### src/rtl/alu_pkg.sv
// Shared definitions for the ALU dispatcher: opcodes, FSM states and the
// {alu_pwr_en, iso_en} power-state encoding.
package alu_pkg;

  localparam int unsigned DATA_W = 16;
  localparam int unsigned OP_W   = 4;
  localparam int unsigned CMD_W  = 2 * DATA_W + OP_W;

  localparam logic [OP_W-1:0] OP_ADD = 4'd0;
  localparam logic [OP_W-1:0] OP_SUB = 4'd1;
  localparam logic [OP_W-1:0] OP_AND = 4'd2;
  localparam logic [OP_W-1:0] OP_OR  = 4'd3;
  localparam logic [OP_W-1:0] OP_XOR = 4'd4;
  localparam logic [OP_W-1:0] OP_SHL = 4'd5;
  localparam logic [OP_W-1:0] OP_SHR = 4'd6;
  localparam logic [OP_W-1:0] OP_SLT = 4'd7;
  localparam logic [OP_W-1:0] OP_MUL = 4'd8;
  localparam logic [OP_W-1:0] OP_DIV = 4'd9;

  typedef enum logic [2:0] {
    ST_OFF,
    ST_PWR_UP,
    ST_IDLE,
    ST_ISSUE,
    ST_WAIT,
    ST_PWR_DN
  } disp_state_e;

  // Bit 1 is alu_pwr_en, bit 0 is iso_en.
  typedef enum logic [1:0] {
    PWR_OFF = 2'b01,
    PWR_ISO = 2'b11,
    PWR_ON  = 2'b10
  } pwr_state_e;

  function automatic pwr_state_e pwr_of(input disp_state_e s);
    case (s)
      ST_OFF:               return PWR_OFF;
      ST_PWR_UP, ST_PWR_DN: return PWR_ISO;
      default:              return PWR_ON;
    endcase
  endfunction

endpackage

### src/rtl/alu_cmd_fifo.sv
// Command queue for alu_dispatch: first-word-fall-through FIFO, power-of-2 depth.
module alu_cmd_fifo #(
  parameter int unsigned DEPTH = 4,
  parameter int unsigned WIDTH = 36
) (
  input  logic             clk,
  input  logic             rst_n,
  input  logic             push_i,
  input  logic [WIDTH-1:0] data_i,
  input  logic             pop_i,
  output logic [WIDTH-1:0] data_o,
  output logic             empty_o,
  output logic             full_o
);

  localparam int unsigned AW = $clog2(DEPTH);

  logic [WIDTH-1:0] mem_q [DEPTH];
  logic [AW:0]      wr_ptr_q;
  logic [AW:0]      rd_ptr_q;
  logic             do_push;
  logic             do_pop;

  // Extra pointer bit distinguishes full from empty when the indices match.
  assign empty_o = (wr_ptr_q == rd_ptr_q);
  assign full_o  = (wr_ptr_q[AW] != rd_ptr_q[AW]) &&
                   (wr_ptr_q[AW-1:0] == rd_ptr_q[AW-1:0]);
  assign do_push = push_i && !full_o;
  assign do_pop  = pop_i && !empty_o;
  assign data_o  = mem_q[rd_ptr_q[AW-1:0]];

  always_ff @(posedge clk or negedge rst_n) begin
    if (!rst_n) begin
      wr_ptr_q <= '0;
      rd_ptr_q <= '0;
    end else begin
      if (do_push) wr_ptr_q <= wr_ptr_q + 1'b1;
      if (do_pop)  rd_ptr_q <= rd_ptr_q + 1'b1;
    end
  end

  always_ff @(posedge clk) begin
    if (do_push) mem_q[wr_ptr_q[AW-1:0]] <= data_i;
  end

endmodule

### src/rtl/alu_dispatch.sv
// Power-gated dispatcher feeding a multi-cycle ALU from a command queue.
// Define ALU_DISPATCH_ERR_EN to flag divide-by-zero and undefined opcodes on rsp_err.
module alu_dispatch
  import alu_pkg::*;
#(
  parameter int unsigned FIFO_DEPTH   = 4,
  parameter int unsigned PWR_UP_CYC   = 4,
  parameter int unsigned IDLE_TIMEOUT = 16
) (
  input  logic              clk,
  input  logic              rst_n,
  input  logic              cmd_valid,
  output logic              cmd_ready,
  input  logic [DATA_W-1:0] cmd_a,
  input  logic [DATA_W-1:0] cmd_b,
  input  logic [OP_W-1:0]   cmd_op,
  output logic              rsp_valid,
  input  logic              rsp_ready,
  output logic [DATA_W-1:0] rsp_data,
  output logic [OP_W-1:0]   rsp_op,
  output logic              rsp_err,
  output logic              alu_pwr_en,
  output logic              iso_en,
  output logic [DATA_W-1:0] alu_a,
  output logic [DATA_W-1:0] alu_b,
  output logic [OP_W-1:0]   alu_opcode,
  output logic              alu_start,
  input  logic              alu_busy,
  input  logic [DATA_W-1:0] alu_result
);

  localparam int unsigned     PU_W    = $clog2(PWR_UP_CYC + 1);
  localparam int unsigned     IT_W    = $clog2(IDLE_TIMEOUT + 1);
  localparam logic [PU_W-1:0] PU_LAST = PU_W'(PWR_UP_CYC - 1);
  localparam logic [IT_W-1:0] IT_LAST = IT_W'(IDLE_TIMEOUT - 1);

  disp_state_e       state_q, state_d;
  pwr_state_e        pwr_q;
  logic [PU_W-1:0]   pwr_cnt_q, pwr_cnt_d;
  logic [IT_W-1:0]   idle_cnt_q, idle_cnt_d;
  logic              alu_start_q;
  logic [DATA_W-1:0] alu_a_q, alu_b_q;
  logic [OP_W-1:0]   alu_op_q;
  logic              rsp_valid_q;
  logic [DATA_W-1:0] rsp_data_q;
  logic [OP_W-1:0]   rsp_op_q;

  logic              push, pop, capture;
  logic              fifo_empty, fifo_full;
  logic [CMD_W-1:0]  fifo_head;

  assign cmd_ready = !fifo_full;
  assign push      = cmd_valid && !fifo_full;

  alu_cmd_fifo #(
    .DEPTH (FIFO_DEPTH),
    .WIDTH (CMD_W)
  ) u_fifo (
    .clk     (clk),
    .rst_n   (rst_n),
    .push_i  (push),
    .data_i  ({cmd_a, cmd_b, cmd_op}),
    .pop_i   (pop),
    .data_o  (fifo_head),
    .empty_o (fifo_empty),
    .full_o  (fifo_full)
  );

  always_comb begin
    state_d    = state_q;
    pwr_cnt_d  = '0;
    idle_cnt_d = '0;
    pop        = 1'b0;
    capture    = 1'b0;
    case (state_q)
      // A push in the same cycle wakes the ALU without waiting for the queue flop.
      ST_OFF: if (!fifo_empty || push) state_d = ST_PWR_UP;
      ST_PWR_UP: begin
        if (pwr_cnt_q == PU_LAST) state_d = ST_IDLE;
        else                      pwr_cnt_d = pwr_cnt_q + 1'b1;
      end
      ST_IDLE: begin
        if (!fifo_empty && (!rsp_valid_q || rsp_ready)) begin
          pop     = 1'b1;
          state_d = ST_ISSUE;
        end else if (push) begin
          idle_cnt_d = '0;
        end else if (fifo_empty && !rsp_valid_q) begin
          if (idle_cnt_q == IT_LAST) state_d = ST_PWR_DN;
          else                       idle_cnt_d = idle_cnt_q + 1'b1;
        end else begin
          idle_cnt_d = idle_cnt_q;
        end
      end
      ST_ISSUE: state_d = ST_WAIT;
      ST_WAIT: begin
        if (!alu_busy) begin
          capture = 1'b1;
          state_d = ST_IDLE;
        end
      end
      ST_PWR_DN: state_d = ST_OFF;
      default:   state_d = ST_OFF;
    endcase
  end

  // ALU-side outputs are registered from the next state so they line up with it.
  always_ff @(posedge clk or negedge rst_n) begin
    if (!rst_n) begin
      state_q     <= ST_OFF;
      pwr_q       <= PWR_OFF;
      pwr_cnt_q   <= '0;
      idle_cnt_q  <= '0;
      alu_start_q <= 1'b0;
      alu_a_q     <= '0;
      alu_b_q     <= '0;
      alu_op_q    <= '0;
      rsp_valid_q <= 1'b0;
      rsp_data_q  <= '0;
      rsp_op_q    <= '0;
    end else begin
      state_q     <= state_d;
      pwr_q       <= pwr_of(state_d);
      pwr_cnt_q   <= pwr_cnt_d;
      idle_cnt_q  <= idle_cnt_d;
      alu_start_q <= pop;
      if (pop) {alu_a_q, alu_b_q, alu_op_q} <= fifo_head;
      if (capture) begin
        rsp_valid_q <= 1'b1;
        rsp_data_q  <= alu_result;
        rsp_op_q    <= alu_op_q;
      end else if (rsp_valid_q && rsp_ready) begin
        rsp_valid_q <= 1'b0;
      end
    end
  end

`ifdef ALU_DISPATCH_ERR_EN
  logic rsp_err_q;
  logic err_d;

  assign err_d = ((alu_op_q == OP_DIV) && (alu_b_q == '0)) || (alu_op_q > OP_DIV);

  always_ff @(posedge clk or negedge rst_n) begin
    if (!rst_n)       rsp_err_q <= 1'b0;
    else if (capture) rsp_err_q <= err_d;
  end

  assign rsp_err = rsp_err_q;
`else
  assign rsp_err = 1'b0;
`endif

  assign {alu_pwr_en, iso_en} = pwr_q;
  assign alu_start  = alu_start_q;
  assign alu_a      = alu_a_q;
  assign alu_b      = alu_b_q;
  assign alu_opcode = alu_op_q;
  assign rsp_valid  = rsp_valid_q;
  assign rsp_data   = rsp_data_q;
  assign rsp_op     = rsp_op_q;

endmodule

### config.mk
export PLATFORM = sky130hd
export DESIGN_NAME = alu_dispatch
export DESIGN_NICKNAME = d
export VERILOG_FILES = /design/src/rtl/alu_pkg.sv /design/src/rtl/alu_cmd_fifo.sv /design/src/rtl/alu_dispatch.sv
export SDC_FILE = /design/constraint.sdc
export NUM_CORES = 1
export LEC_CHECK = 0
export ABC_CLOCK_PERIOD_IN_PS = 6200
export CORE_MARGIN = 10
export CORE_UTILIZATION = 58
export CTS_CLUSTER_DIAMETER = 50
export DETAILED_ROUTE_END_ITERATION = 10
export PLACE_DENSITY = 0.94
export SYNTH_ARGS = -nofsm -noshare
export SYNTH_HDL_FRONTEND = slang
export SYNTH_SLANG_ARGS = --single-unit
### constraint.sdc
create_clock -name clk -period 6.2 [get_ports clk]
set_input_delay 1.24 -clock clk [delete_from_list [all_inputs] [get_ports clk]]
set_output_delay 1.24 -clock clk [all_outputs]
set_load 0.01 [all_outputs]
==> results of run 1 <==
-- layer usage --
metal	vias to the layer above	track usage, %	wire length, um
li1	2055	-	-
met5	-	0	0
met3	30	4.50	1450
met2	185	30.3	9080
met1	2310	22.0	6930
met4	0	4.18	306
-- synthesized netlist by cell type (all sizes together), types with 2 or more instances --
cell,n
and2,4
buf,18
clkbuf,2
dfrtp,76
edfxtp,144
ha,7
inv,6
mux2,21
mux2i,2
mux4,36
nand2,121
nand2b,3
nand3,3
nor2,8
nor2b,2
nor3,2
nor3b,2
nor4,4
xnor2,5
xor2,4
-- cells in the final DEF, fill, tap and decap left out, types with 4 or more instances in the layout --
| master | netlist | layout |
|---|---|---|
| sky130_fd_sc_hd__xnor2_1 | 5 | 5 |
| sky130_fd_sc_hd__dfrtp_1 | 76 | 74 |
| sky130_fd_sc_hd__ha_1 | 7 | 7 |
| sky130_fd_sc_hd__mux4_2 | 36 | 36 |
| sky130_fd_sc_hd__edfxtp_1 | 144 | 144 |
| sky130_fd_sc_hd__clkbuf_16 | 0 | 23 |
| sky130_fd_sc_hd__clkbuf_1 | 2 | 5 |
| sky130_fd_sc_hd__clkinv_2 | 0 | 4 |
| sky130_fd_sc_hd__nor2_1 | 8 | 8 |
| sky130_fd_sc_hd__clkdlybuf4s50_1 | 0 | 116 |
| sky130_fd_sc_hd__buf_4 | 2 | 4 |
| sky130_fd_sc_hd__nand2_1 | 121 | 121 |
| sky130_fd_sc_hd__inv_1 | 5 | 5 |
| sky130_fd_sc_hd__mux2_2 | 21 | 21 |
| sky130_fd_sc_hd__and2_2 | 0 | 4 |
-- stage by stage --
stage          cells  area [um^2]  total power (uW)  hold WS, ps
6_report         814        10500              5080          442
5_1_grt          814        10500              5330          466
4_1_cts          814        10500              5140          442
3_5_place_dp     774         9780              3850          434
3_3_place_gp     774         9780              3750          418
2_1_floorplan    490         8460              3140          409
-- report_power, final --
part	switching [uW]	leakage, uW	internal [uW]
Sequential	246	0.00228	2030
Combinational	740	0.00135	783
Clock	527	0.000345	747
-- path summary, 6_finish.rpt --
| kind | startpoint | endpoint | slack (ps) | cells after the start |
|---|---|---|---|---|
| worst min-delay path | pwr_cnt_q[0] | pwr_cnt_q[0] | 440 | 1 |
| worst min register to register | pwr_cnt_q[0] | pwr_cnt_q[0] | 440 | 1 |
| worst max register to register | u_fifo.rd_ptr_q[1] | u_fifo.mem_q[0][22] | 3150 | 3 |
| worst max-delay path | u_fifo.rd_ptr_q[1] | cmd_ready | 2210 | 3 |
| min in group asynchronous | rst_n | pwr_q[1] | 900 | 1 |
| max in group asynchronous | rst_n | u_fifo.rd_ptr_q[1] | 4580 | 1 |
-- critical path, cell delays in order, from the launching register on --
cell and delay, ps:
sky130_fd_sc_hd__dfrtp_2 980, sky130_fd_sc_hd__xor2_2 330, sky130_fd_sc_hd__or3_1 420, sky130_fd_sc_hd__clkdlybuf4s50_1 500
-- sequential cells by signal (all words and copies together) (netlist names) --
signal           cells
u_fifo.rd_ptr_q      3
u_fifo.wr_ptr_q      3
rsp_op               4
alu_a               16
state_q              3
alu_opcode           4
idle_cnt_q           5
u_fifo.mem_q       144
rsp_data            16
alu_b               16
pwr_cnt_q            3
rsp_valid            1
alu_start            1
pwr_q                2
-- logic make-up (layout without fill, tap and decap cells) --
group	after synthesis	count (layout)	share of synthesized area [%]
AOI/OAI and AO/OA	11	11	1.26
xor gates and xnor gates	9	9	1.20
buffers and inverters	26	166	1.69
adders and majority gates	7	7	1.03
other	1	1	0.0443
muxes	59	59	12.6
DFF	221	221	73.9
and+or+nand+nor	156	156	8.29
-- final cells by class --
class                      instances  area [um^2]  area share [%]
timing repair buffer             120         1190            11.4
multi-input combinational        243         2080            19.8
sequential                       221         6250            59.7
clock buffer                      30          622            5.93
clock inverter                    10         82.6           0.788
inverter                           6         22.5           0.215
tap                              184          230            2.20
==> reports/results.ini, run 1 <==
[final_layout]
area_delta_synth_final_pct=23.8
fill_cells=853
antenna_cells_inserted=0
final_layout_size_suffix_gt1_share_pct=17.8
final_util_pct=72.7
final_net_count=678

[setup_path]
cp.required_ps=4960
cp_max_fo=39
critPathKind=reg -> out
crit_path_start_kind=register
end_kind=output port
worst_ep_arrival_time_ps=2750

[outcome]
outcome=finished, final reports clean

[global_routing]
grt_pass1_vias=5058
grt_antenna_before_repair=0
first_pass_grt_wire_length_um=28000
maximum_number_of_pins_on_one_net_before_global_route_repair=78
grt_util_overall_pct=17.6
globalRoute.totalOverflow=0

[clock_tree]
post_cts_resized=0
clock-root-buffer=sky130_fd_sc_hd__clkbuf_16
cts_tree=done
insertion_delay_ps=500
cts_buffer_depth=3
cts_htree_levels=1
post_cts_hold_buffers=0
postCtsSetupBuffers=0
cts_inserted_buffers=22
cts.sinks=221
clkSlewWorstSetupHoldPaths_ps=60

[floorplan]
die_w_um=141
dieArea_um2=19800
std_cell_rows=44
number_of_primary_i_o_pins=119
initial_util_pct=58.7
chipHeight_um=141
floorplan_core_area_um2=14400

[sta]
timing.final.crit_period_ps=3990
maxSlewViolCount=0
timing.setup.tns_ps=0
setup_viol=0
tightestPinTransition_ps=1040
timing.fmax_mhz=251
unrepaired_setup_endpoints_after_global_routing=no
final.setup_skew_ps=13.2
fin_ws_ps=2210
timing_hold_violations_final=0
slew_headroom_pct=30.5
final_min_period_over_clock_period_pct=64.3

[synth]
ys_async_sr_fraction_pct=34.8
netlist_top_cells_area=sky130_fd_sc_hd__edfxtp_1 51%, sky130_fd_sc_hd__dfrtp_1 22%, sky130_fd_sc_hd__mux4_2 9.6%
seq_area_frac_synth_pct=73.9
mappedNetlistNets=554
synthDistinctLibCells=48
ys.flop_type=sky130_fd_sc_hd__edfxtp_1
yosys_register_bits=221
synth.cell_area_um2=8460
synthesis.instances=490
average_cell_area_after_synthesis_um2=17.3
ys.warnings.count=0
cell_type_contributing_the_most_total_cell_area_after_synthesis=sky130_fd_sc_hd__edfxtp_1
number_of_synthesized_flops_with_an_enable_pin=144
yosys_top_cell_area_share_pct=51.1

[detailed_routing]
detailroute.via_count=4580
drt-vias-per-instance=5.63
antenna_left=0
routed_wire_length_per_instance_um=21.8
drt_drc_violations_left=0
first_pass_iters=4
drt_wl_total_um=17800
drt_iter0_drc=249

[place]
gp_congestion=0.818
dp_hpwl_um=11100
io_buffers=117
place_ws_ps=2680

[hold_path]
hold_path.class=reg -> reg

[pwr]
ir_worst_vdd_mv=0.312
leakagePower_uw=0.00397
power.density_cell_area_nw_per_um2=485

[job]
max_cap_violations=0

Note: power is estimated with default switching activity, not from simulation.
==> inputs of run 2 (changes only) <==
- ABC_CLOCK_PERIOD_IN_PS: 6200 -> 3500
- CORE_UTILIZATION: 58 -> 49
- PLACE_DENSITY: 0.94 -> 0.86
- clock period: 6.2 -> 3.5 ns (I/O delays scaled with it)
==> reports/results.ini, run 2 (synthesis results as in run 1) <==
[outcome]
outcome=finished, final reports clean

[sta]
setup_viol=0
timing.setup.tns_ps=0
timing_hold_violations_final=0
final.setup_skew_ps=16.4
tightestPinTransition_ps=1010
timing.final.crit_period_ps=2830
maxSlewViolCount=0
slew_headroom_pct=32.4
final_min_period_over_clock_period_pct=80.8
timing.fmax_mhz=354
unrepaired_setup_endpoints_after_global_routing=no

[setup_path]
worst_setup_path_startpoint=u_fifo.wr_ptr_q[1]
cp_slowest_stage_delay_ps=540
path_buf_inv=1
path_depth=3
capturing_point_of_the_worst_reg2reg_path=u_fifo.mem_q[1][18]
crit_path_start_kind=register
cp_max_fo=7
critPathKind=reg -> out
r2r_cells=4
worst_ep_arrival_time_ps=2130
cp-endpoint=cmd_ready
worst_path_max_delay_cell=sky130_fd_sc_hd__clkdlybuf4s50_1
reg2reg_from=u_fifo.wr_ptr_q[1]
critPathTopFamily=buffers and inverters
end_kind=output port
cp.required_ps=2800
worstPathCellList=xor2_2 > or3_1 > clkdlybuf4s50_1
r2r_setup_slack_ps=1220

[detailed_routing]
drt_iter0_drc=248
drt-vias-per-instance=5.35
drt_drc_violations_left=0
antenna_left=0
drt_wl_total_um=17500
wl_met1_um=6930
detailroute.via_count=4571
maxUsedRoutingLayer=met4
routed_wire_length_per_instance_um=20.4
met3WireLength_um=1090
route.met2.wl_um=9130
first_pass_iters=4

[clock_tree]
clkSlewWorstSetupHoldPaths_ps=60
clock-root-buffer=sky130_fd_sc_hd__clkbuf_16
cts_htree_levels=1
insertion_delay_ps=500
cts_inserted_buffers=22
post_cts_resized=0
cts_buffer_depth=3
postCtsSetupBuffers=0
cts_tree=done
cts.sinks=221
post_cts_hold_buffers=0

[floorplan]
initial_util_pct=50.5
floorplan_core_area_um2=16800
die_w_um=151
std_cell_rows=47
chipHeight_um=151
dieArea_um2=22900
number_of_primary_i_o_pins=119

[pwr]
power.density_cell_area_nw_per_um2=858
leakagePower_uw=0.00401
ir_worst_vdd_mv=0.421

[final_layout]
fill_cells=1137
final_net_count=683
final_common_cell=sky130_fd_sc_hd__edfxtp_1
final_util_pct=63.5
finalInstanceArea_um2=10600
final_cell_mix=144 x sky130_fd_sc_hd__edfxtp_1, 121 x sky130_fd_sc_hd__nand2_1, 116 x sky130_fd_sc_hd__clkdlybuf4s50_1
final_layout_size_suffix_gt1_share_pct=18.6
flip_flop_count_of_the_largest_register_all_copies_and_words_added=144
antenna_cells_inserted=0
area_delta_synth_final_pct=25.8

[place]
gp_congestion=0.758
dp_hpwl_um=11100
dpl-instance-area_um2=9910
io_buffers=117

[job]
max_cap_violations=0

[global_routing]
first_pass_grt_wire_length_um=28000
maximum_number_of_pins_on_one_net_before_global_route_repair=78
globalRoute.totalOverflow=0
grt_pass1_vias=5149
grt_antenna_before_repair=0
grt_util_overall_pct=15.5

[hold_path]
hold_path.class=in -> async

-- run 2: layout make-up --
class	instances	area, um^2	share of cell area [%]
clock buffers	24	568	5.33
well taps	220	275	2.59
flip-flops and latches	221	6250	58.7
clock inverters	15	170	1.60
inverters	6	22.5	0.212
repair buffers	125	1280	12.0
multi-input cells	243	2080	19.5
-- run 2: power breakdown --
group | internal [uW] | total (uW) | switching [uW] | leakage, uW
logic | 1450 | 2820 | 1370 | 0.00139
clock network | 1400 | 2370 | 967 | 0.000348
registers | 3590 | 3950 | 359 | 0.00228
-- run 2: worst reg2reg max path: stages, from the launching register on --
cell	delay [ps]
sky130_fd_sc_hd__dfrtp_1	480
sky130_fd_sc_hd__xor2_2	420
sky130_fd_sc_hd__o31a_2	320
sky130_fd_sc_hd__and2_2	530
sky130_fd_sc_hd__buf_12	240
-- run 2: metrics by stage --
stage | hold slack (ps) | power, uW | std cells | setup slack [ps]
after global placement | 418 | 6710 | 815 | 901
after detailed placement | 427 | 6860 | 815 | 806
after global routing | 429 | 9620 | 854 | 566
final | 362 | 9140 | 854 | 673
after floorplan | 404 | 5560 | 490 | 1110
after CTS | 418 | 9260 | 854 | 641
-- run 2: worst min-delay path by stage --
stage | start | end | slack (ps) | cells past startpoint
finish | rst_n | alu_a[9] | 360 | 1
global route | rst_n | alu_a[9] | 430 | 1
CTS | rst_n | alu_a[15] | 420 | 1
detailed placement | pwr_cnt_q[0] | pwr_cnt_q[0] | 430 | 1
global placement | pwr_cnt_q[0] | pwr_cnt_q[0] | 420 | 1
floorplan | rst_n | alu_a[0] | 400 | 0
-- run 2: metal layers --
metal	vias to the layer above	GRT usage (%)
met2	153	26.7
met1	2338	19.1
met5	-	0
li1	2056	-
met4	0	4.81
met3	24	3.25
==> inputs of run 3 (changes only) <==
- ABC_CLOCK_PERIOD_IN_PS: 3500 -> 2300
- clock period: 3.5 -> 2.3 ns (I/O delays scaled with it)
==> reports/results.ini, run 3 (synthesis results as in run 1) <==
[clock_tree]
cts_htree_levels=1
cts.sinks=221
cts_inserted_buffers=22
clock-root-buffer=sky130_fd_sc_hd__clkbuf_16
cts_buffer_depth=3
clkSlewWorstSetupHoldPaths_ps=60
insertion_delay_ps=500
cts_tree=done

[final_layout]
fin_cells=867
area_delta_synth_final_pct=27.7
final_cell_mix=144 x sky130_fd_sc_hd__edfxtp_1, 121 x sky130_fd_sc_hd__nand2_1, 115 x sky130_fd_sc_hd__clkdlybuf4s50_1
flip_flop_count_of_the_largest_register_all_copies_and_words_added=144
final_net_count=694
final_layout_size_suffix_gt1_share_pct=21.2
final_common_cell=sky130_fd_sc_hd__edfxtp_1

[hold_path]
hold_path.class=in -> async

[pwr]
ir_worst_vdd_mv=0.826
leakagePower_uw=0.00409
power.density_cell_area_nw_per_um2=1310

[global_routing]
globalRoute.totalOverflow=0
grt_util_overall_pct=15.8
grt_pass1_vias=5223
first_pass_grt_wire_length_um=28200
maximum_number_of_pins_on_one_net_before_global_route_repair=50
grt_antenna_before_repair=1

[setup_path]
crit_path_start_kind=register
worstPathCellList=xor2_4 > or3_1 > clkbuf_2
r2r_setup_slack_ps=370
worst_path_max_delay_cell=sky130_fd_sc_hd__dfrtp_2
cp_slowest_stage_delay_ps=440
end_kind=output port
r2r_cells=4
critPathKind=reg -> out
worst_ep_arrival_time_ps=1710
cp.required_ps=1840
reg2reg_from=u_fifo.rd_ptr_q[0]
capturing_point_of_the_worst_reg2reg_path=alu_b[2]
cp_max_fo=7

[floorplan]
chipHeight_um=151
initial_util_pct=50.5
die_w_um=151
floorplan_core_area_um2=16800
dieArea_um2=22900
std_cell_rows=47
number_of_primary_i_o_pins=119

[detailed_routing]
detailroute.via_count=4694
drt_drc_violations_left=0
drt-vias-per-instance=5.41
first_pass_iters=4
routed_wire_length_per_instance_um=20.7
drt_iter0_drc=322
drt_wl_total_um=17900
antenna_left=0

[place]
dp_cells=824
dp_hpwl_um=11700
gp_congestion=0.829
io_buffers=117

[job]
max_cap_violations=0

[outcome]
outcome=finished, final reports clean

[sta]
slew_headroom_pct=51.6
unrepaired_setup_endpoints_after_global_routing=no
hold_ws_ps=4.05
final.setup_skew_ps=7.44
timing.final.crit_period_ps=2170
timing.fmax_mhz=461
final_min_period_over_clock_period_pct=94.2
tightestPinTransition_ps=726
timing_hold_violations_final=0
maxSlewViolCount=0
timing.setup.tns_ps=0
setup_viol=0

-- run 3: critical path, delay by kind of cell, from the launching register on --
family,cells,cell delay (ps)
simple gates,1,400
xor+xnor,1,230
buf+inv,1,140
flops,1,440
-- run 3: routing by layer --
layer	GRT usage [%]	up-vias	share of wire, %
met5	0	-	0
met4	6.06	0	3.0
met3	3.67	42	7.7
met2	27.2	184	50
met1	18.7	2365	40
li1	-	2103	-
-- run 3: cell type report --
cell class	count	area (um^2)
Fill cell	1153	5950
Sequential cell	221	6260
Multi-Input combinational cell	243	2100
Antenna cell	1	2.50
Timing Repair Buffer	136	1370
Tap cell	220	275
Inverter	6	22.5
Clock buffer	24	579
Clock inverter	16	204
-- run 3: repair_timing --
item	4_1_cts	5_1_grt
hold buffers	0	0
setup endpoints to repair	1	1
buffers inserted	2	0
gates cloned	0	0
gates resized for setup	6	1
-- run 3: per-stage QoR --
step                setup WS [ps]  power [uW]  util, %  instance area [um^2]
global route                 78.6       14900     64.5                 10800
floorplan                     299        8460        -                  8470
detailed placement            253       10500     59.6                  9990
finish                        133       14200     64.5                 10800
global placement              263       10300     59.6                  9990
CTS                          9.09       14400     64.5                 10800
-- run 3: power by group --
group / switching (uW) / total [uW] / internal, uW / leakage (uW)
registers: 575 / 6040 / 5470 / 0.00228
clock network: 1480 / 3760 / 2290 / 0.000366
logic: 2110 / 4380 / 2270 / 0.00145
total: 4160 / 14200 / 10000 / 0.00409
-- run 3: worst max-delay path by stage --
stage | start | to | slack [ps] | cells after the start
after floorplan | u_fifo.rd_ptr_q[1] | u_fifo.mem_q[3][0] | 300 | 3
after global placement | u_fifo.rd_ptr_q[1] | cmd_ready | 260 | 3
after detailed placement | u_fifo.wr_ptr_q[0] | cmd_ready | 250 | 3
after CTS | u_fifo.rd_ptr_q[1] | cmd_ready | 9 | 3
after global routing | u_fifo.rd_ptr_q[1] | cmd_ready | 80 | 3
final | u_fifo.rd_ptr_q[1] | cmd_ready | 130 | 3
